### src/rtl/fir_coeff_ctrl.sv
// Double-buffered 5x5 FIR kernel store: a loader fills the shadow bank, and the
// active bank is swapped in atomically on the next vertical-sync rising edge.
module fir_coeff_ctrl #(
  parameter int NUM_COEFF = 25,
  parameter int COEFF_W   = 16
) (
  input  logic                         clk,
  input  logic                         rst,
  input  logic                         load_start,
  input  logic                         wr_valid,
  input  logic signed [COEFF_W-1:0]    wr_data,
  output logic                         wr_ready,
  input  logic                         vs_i,
  output logic [NUM_COEFF*COEFF_W-1:0] coeff_o,
  output logic                         busy,
  output logic                         pending,
  output logic                         update_done
);

  localparam int IDX_W = (NUM_COEFF > 1) ? $clog2(NUM_COEFF) : 1;
  localparam int CENTER = NUM_COEFF / 2;
  localparam logic [IDX_W-1:0] LAST_IDX = IDX_W'(NUM_COEFF - 1);
  localparam logic signed [COEFF_W-1:0] UNITY = COEFF_W'(16'h0100);

  typedef enum logic [1:0] {IDLE, LOAD, PEND} state_t;

  state_t                      state;
  logic [IDX_W-1:0]            idx;
  logic                        vs_p1;
  logic                        vs_rise;
  logic signed [COEFF_W-1:0]   shadow [NUM_COEFF];
  logic signed [COEFF_W-1:0]   active [NUM_COEFF];

  // Pass-through kernel: unity gain on the centre tap, zero elsewhere.
  function automatic logic signed [COEFF_W-1:0] identity_coeff(input int k);
    logic signed [COEFF_W-1:0] c;
    c = '0;
    if (k == CENTER) c = UNITY;
    return c;
  endfunction

  assign vs_rise = vs_i & ~vs_p1;

  always_ff @(posedge clk) begin
    if (rst) begin
      state       <= IDLE;
      idx         <= '0;
      vs_p1       <= 1'b0;
      update_done <= 1'b0;
      for (int k = 0; k < NUM_COEFF; k++) begin
        shadow[k] <= '0;
        active[k] <= identity_coeff(k);
      end
    end else begin
      vs_p1       <= vs_i;
      update_done <= 1'b0;
      case (state)
        IDLE: begin
          if (load_start) begin
            state <= LOAD;
            idx   <= '0;
          end
        end
        LOAD: begin
          if (wr_valid) begin
            shadow[idx] <= wr_data;
            if (idx == LAST_IDX) state <= PEND;
            else                 idx   <= idx + IDX_W'(1);
          end
        end
        PEND: begin
          // A sync edge wins over a simultaneous reload request.
          if (vs_rise) begin
            for (int k = 0; k < NUM_COEFF; k++) active[k] <= shadow[k];
            update_done <= 1'b1;
            state       <= IDLE;
          end else if (load_start) begin
            state <= LOAD;
            idx   <= '0;
          end
        end
        default: state <= IDLE;
      endcase
    end
  end

  assign wr_ready = (state == LOAD);
  assign busy     = (state != IDLE);
  assign pending  = (state == PEND);

  for (genvar k = 0; k < NUM_COEFF; k++) begin : g_pack
    assign coeff_o[k*COEFF_W +: COEFF_W] = active[k];
  end

endmodule

### config.mk
export PLATFORM = sky130hd
export DESIGN_NAME = fir_coeff_ctrl
export DESIGN_NICKNAME = d
export VERILOG_FILES = /design/src/rtl/fir_coeff_ctrl.sv
export SDC_FILE = /design/constraint.sdc
export NUM_CORES = 1
export LEC_CHECK = 0
export CAP_MARGIN = 20
export CORE_UTILIZATION = 50
export DETAILED_ROUTE_END_ITERATION = 16
export GPL_ROUTABILITY_DRIVEN = 0
export HOLD_SLACK_MARGIN = 0.02
export PLACE_DENSITY = 0.82
export SLEW_MARGIN = 20
export SYNTH_ARGS = -nofsm -noshare
export SYNTH_HDL_FRONTEND = slang
export SYNTH_SLANG_ARGS = --single-unit
### constraint.sdc
create_clock -name clk -period 16.9 [get_ports clk]
set_input_delay 1.69 -clock clk [delete_from_list [all_inputs] [get_ports clk]]
set_output_delay 1.69 -clock clk [all_outputs]
set_load 0.1 [all_outputs]
==> results of run 1 <==
==> cells by family after synthesis <==
kind of cell	Yosys count	share of synthesized area
AO/OA/AOI/OAI	11	0.00241
AND/OR/NAND/NOR	869	0.186
adder cells (fa/ha/maj)	4	0.00164
multiplexers	16	0.00712
flip-flops	809	0.786
buffers and inverters	119	0.0168
==> metrics by stage <==
step | instances | instance area, um^2 | power (W) | setup WS (ns) | utilization
2_1_floorplan | 1828 | 30600 | 0.00269 | 5.94 | -
3_3_place_gp | 2931 | 35400 | 0.00280 | 11.42 | 0.586
3_5_place_dp | 2931 | 35400 | 0.00281 | 11.26 | 0.586
4_1_cts | 3078 | 38100 | 0.00460 | 11.93 | 0.630
5_1_grt | 3079 | 38100 | 0.00469 | 11.86 | 0.631
6_report | 3081 | 38100 | 0.00458 | 12.05 | 0.631
==> report_power, final <==
group	total [W]	internal [W]	leakage [nW]	switching, W
sequential	0.00230	0.00227	8.19	0.0000293
clock	0.00181	0.00106	1.31	0.000748
combinational	0.000462	0.0000766	4.50	0.000386
==> area by class of cell <==
cell class                      instances  area [um^2]  area share
Clock buffer                           95         2100      0.0551
Timing Repair Buffer                  433         4270       0.112
Antenna cell                            2         5.00    0.000131
Tap cell                              782          978      0.0257
Inverter                                8         30.0    0.000788
Sequential cell                       809        24000       0.631
Multi-Input combinational cell        900         6060       0.159
Clock inverter                         52          593      0.0156
==> worst paths after layout <==
check        slack (ns)                           to  cells after the start
min reg2reg        0.50   active[1][9]$_SDFFCE_PN0P_                      1
max               12.05  active[0][64]$_SDFFCE_PN0P_                      6
max reg2reg       13.12  active[0][64]$_SDFFCE_PN0P_                      6
min                0.50   active[1][9]$_SDFFCE_PN0P_                      1
==> sequential cells by signal (all words and copies together), names as in the netlist <==
register / cells
vs_p1: 1
state: 2
shadow: 400
idx: 5
active: 400
update_done: 1
==> per-layer routing <==
layer,GRT usage,vias up,share of wire
met5,0,-,0
met4,0.0802,0,0.028
met3,0.0412,109,0.083
met2,0.378,785,0.50
met1,0.292,7933,0.39
li1,-,7173,-
==> cell usage after synthesis (4+ instances only) <==
cell and count:
edfxtp_1 784, dfxtp_1 25, nor3_4 19, nand3_1 5, nor3_2 5, mux2_4 10, nand2b_1 6, nor2b_1 116
and2_1 671, mux2_2 6, buf_6 4, nand3b_1 4, or2_2 25, buf_2 24, ha_1 4, clkbuf_1 80
inv_1 7
==> cells in the final DEF (no fill, tap or decap), types with 5 or more instances in the layout <==
cell type	count
edfxtp_1	784
and2_1	671
clkdlybuf4s50_1	407
nor2b_1	116
clkbuf_16	81
or2_2	25
dfxtp_1	25
nor3_4	19
clkinv_1	16
buf_2	16
clkinv_2	14
clkbuf_1	12
bufinv_16	11
mux2_4	10
inv_1	7
buf_4	7
nand2b_1	6
mux2_2	6
nor3_2	5
nand3_1	5
clkinvlp_4	5
==> flow_summary.yaml, run 1 <==
synthesis:
  synthesis.instances: 1828
  synth-seq-cells: 809
  synth_nets: 1853
  async_flop_share: 0
  synth.distinct_cells: 40
  synth_top_cells_by_area: "edfxtp_1, and2_1, nor2b_1"
  ys_warn_count: 0
  yosysTopAreaCell: "edfxtp_1"
  synthesis.area_um2: 30600
  yosysSeqAreaShare: 0.786
  synth-edff-count: 784
  synthFlopType: "edfxtp_1"
  synth_top_area_frac: 0.770
  syn_area_per_cell_um2: 16.7
placed_design:
  post-dp-hpwl_mm: 40.8
  portBuffers: 424
timing:
  slew_violations: 0
  finalSetupTns_ns: 0
  holdWs_ns: 0.502
  fin_crit_sh: 0.287
  max_freq_mhz: 206
  rsz0062_at_grt: "no"
  worst_pin_slew_ns: 1.26
  relSlewSlack: 0.159
  hold_violations: 0
  period_minus_slack_ns: 4.85
  setup_viol: 0
  finClkSkew_ns: 0.0233
setup_path:
  cp.required_ns: 17.12
  crit_start: "vs_i"
  cp_num_buf_inv: 4
  cp_common_cell: "buf_4"
  worst_setup_path_start_kind: "input pin"
  cp_max_fo: 80
  path_class: "input pin to flop"
  worstSetupEndpointType: "flop"
  max_stage_delay_ns: 0.82
  timing.rr.start: "state[1]$_SDFFE_PP0P_"
  crit_arrival_ns: 5.08
  crit_chain: "clkdlybuf4s50_1 > nor2b_1 > a21o_4 > buf_4 > buf_16 > buf_4"
  cp_top_family: "buffers and inverters"
  critPathSlowestCell: "buf_4"
floorplanning:
  core_area_um2: 60400
  io_pins: 425
  die_w_um: 249
  start_util: 0.507
  die_y_um: 249
  dieArea_um2: 62200
  rows: 90
cells_and_area:
  final_nets: 2256
  fill_cells: 4052
  drive_gt1_frac: 0.0949
  areaGrowthSynthToFinish_pct: 24.5
power_and_ir_drop:
  ir_drop_uv: 81.9
  p_leak_nw: 14.0
  p_per_area_nw_per_um2: 120
hold_path:
  hold_path.startpoint: "shadow[16][9]$_SDFFCE_PN0P_"
  hold_class: "flop to flop"
clocking:
  cts_root_buf: "clkbuf_16"
  cts_tree: "yes"
  cts.sink_count: 809
  post_cts_buffers: 0
  clockBufferDepth: 3
  cts.clk_slew.worst_paths_ns: 0.06
  insertion_delay_ns: 0.62
  htreeDepth: 3
  cts_hold_buf: 0
  postCtsResizedCells: 0
  numCtsBuffers: 79
route:
  avgRoutedWirePerCell_um: 22.7
  drtIter0Drc: 1485
  firstDrtPassIters: 7
  ant_nets: 0
  via_count: 16000
  wirelength_mm: 70.0
  drcViolationCount: 0
  vias_per_cell: 5.19
grt:
  grt_pass1_vias: 15900
  grt_pass1_wl_mm: 101
  grtUsageTotal: 0.224
  grt_max_degree: 265
  grt_overflow: 0
  antenna_found_initial: 6
run_status:
  status: "complete, no violations"
run:
  cap_violations: 0
No activity file was read; power rests on OpenSTA's default activity.
==> run 2, diff against run 1 <==
clock period = 4.7 ns   (was 16.9 ns; I/O delays follow)
==> flow_summary.yaml, run 2 (same netlist as run 1, synthesis figures left out) <==
route:
  firstDrtPassIters: 5
  via_count: 16100
  drcViolationCount: 0
  route.met3.wl_mm: 6.27
  vias_per_cell: 5.22
  ant_nets: 0
  met1Wirelength_mm: 28.4
  top_layer_used: "met4"
  wirelength_mm: 73.4
  avgRoutedWirePerCell_um: 23.8
  wl_met2_mm: 36.1
  drtIter0Drc: 1611
run:
  cap_violations: 0
setup_path:
  cp.required_ns: 4.23
  cp_max_fo: 7
  crit_arrival_ns: 2.61
  worstSetupEndpointType: "output pin"
  worst_setup_path_start_kind: "flop"
  path_class: "flop to output pin"
cells_and_area:
  final-seq-area_um2: 24000
  reg_top3: "active: 400 flops, shadow: 400 flops, idx: 5 flops"
  final_cell_mix: "edfxtp_1, and2_1, clkdlybuf4s50_1, nor2b_1, clkbuf_16"
  drive_gt1_frac: 0.0947
  final_nets: 2270
  fill_cells: 4056
  final_common_cell: "edfxtp_1"
  multiInputGateArea_um2: 6060
  areaGrowthSynthToFinish_pct: 24.1
floorplanning:
  die_y_um: 249
  die_w_um: 249
  core_area_um2: 60400
  rows: 90
  start_util: 0.507
  io_pins: 425
  dieArea_um2: 62200
placed_design:
  post-dp-hpwl_mm: 44.7
  portBuffers: 424
  place_ws_ns: 1.14
timing:
  worst_pin_slew_ns: 1.12
  finalSetupTns_ns: 0
  max_freq_mhz: 324
  rsz0062_at_grt: "no"
  finClkSkew_ns: 0.0179
  setup_viol: 0
  slew_violations: 0
  setup_ws_ns: 1.62
  relSlewSlack: 0.251
  period_minus_slack_ns: 3.08
  fin_crit_sh: 0.656
  hold_violations: 0
clocking:
  cts_root_buf: "clkbuf_16"
  insertion_delay_ns: 0.61
  cts.sink_count: 809
  clockBufferDepth: 3
  cts.clk_slew.worst_paths_ns: 0.06
  post_cts_buffers: 0
  numCtsBuffers: 78
  cts_tree: "yes"
  cts_hold_buf: 0
  htreeDepth: 3
  postCtsResizedCells: 0
power_and_ir_drop:
  ir_drop_uv: 293
  p_per_area_nw_per_um2: 421
  p_leak_nw: 14.0
grt:
  antenna_found_initial: 5
  grt_pass1_vias: 16200
  grt_overflow: 0
  grt_max_degree: 129
  grtUsageTotal: 0.235
  grt_pass1_wl_mm: 105
run_status:
  status: "complete, no violations"
hold_path:
  hold_class: "input pin to flop"
-- run 2: cell count changes in the layout (fill, tap and decap cells not counted), sizes merged --
cell      previous run  this run
clkinv              33        28
buf                 26        41
clkinvlp             5         2
bufinv              11         6
inv                 11         9
diode                2         1
clkbuf              95       100
-- run 2: power by group --
part / switching [W] / internal, W / total, W / leakage, nW
clock network: 0.00257 / 0.00343 / 0.00601 / 1.18
logic: 0.00140 / 0.000288 / 0.00169 / 4.59
registers: 0.000104 / 0.00817 / 0.00827 / 8.20
total: 0.00408 / 0.0119 / 0.0160 / 14.0
-- run 2: cell type report --
cell class	count	area share
Antenna cell	1	0.0000659
Clock buffer	100	0.0544
Clock inverter	37	0.00886
Inverter	8	0.000791
Multi-Input combinational cell	900	0.160
Sequential cell	809	0.633
Tap cell	782	0.0258
Timing Repair Buffer	448	0.117
-- run 2: critical path: stages (launching register included) --
cell and delay, ns:
dfxtp_1 0.47, nor2b_1 0.30, clkdlybuf4s50_1 1.24
-- run 2: worst paths after layout --
path,startpoint,to,slack (ns),cells after the start
hold / removal,rst,vs_p1$_SDFF_PP0_,0.39,2
hold reg to reg,shadow[6][3]$_SDFFCE_PN0P_,active[0][99]$_SDFFCE_PN0P_,0.51,1
setup / recovery,state[0]$_SDFFE_PP0P_,wr_ready,1.62,2
setup reg to reg,idx[1]$_SDFFE_PP0P_,shadow[15][14]$_SDFFCE_PN0P_,1.82,4
-- run 2: metrics by stage --
stage	hold slack (ns)	util	total power (W)	area (um^2)	std cells
after CTS	0.373	0.629	0.0161	37900	3083
after global placement	0.498	0.589	0.0101	35500	2946
after floorplan	0.477	-	0.00963	30600	1828
after global routing	0.445	0.629	0.0163	38000	3084
after detailed placement	0.501	0.589	0.0101	35500	2946
final	0.387	0.629	0.0160	38000	3085
-- run 2: layer usage --
layer	vias to the layer above	track usage
met3	163	0.0518
met4	0	0.102
met2	784	0.388
met5	-	0
met1	7982	0.301
li1	7187	-
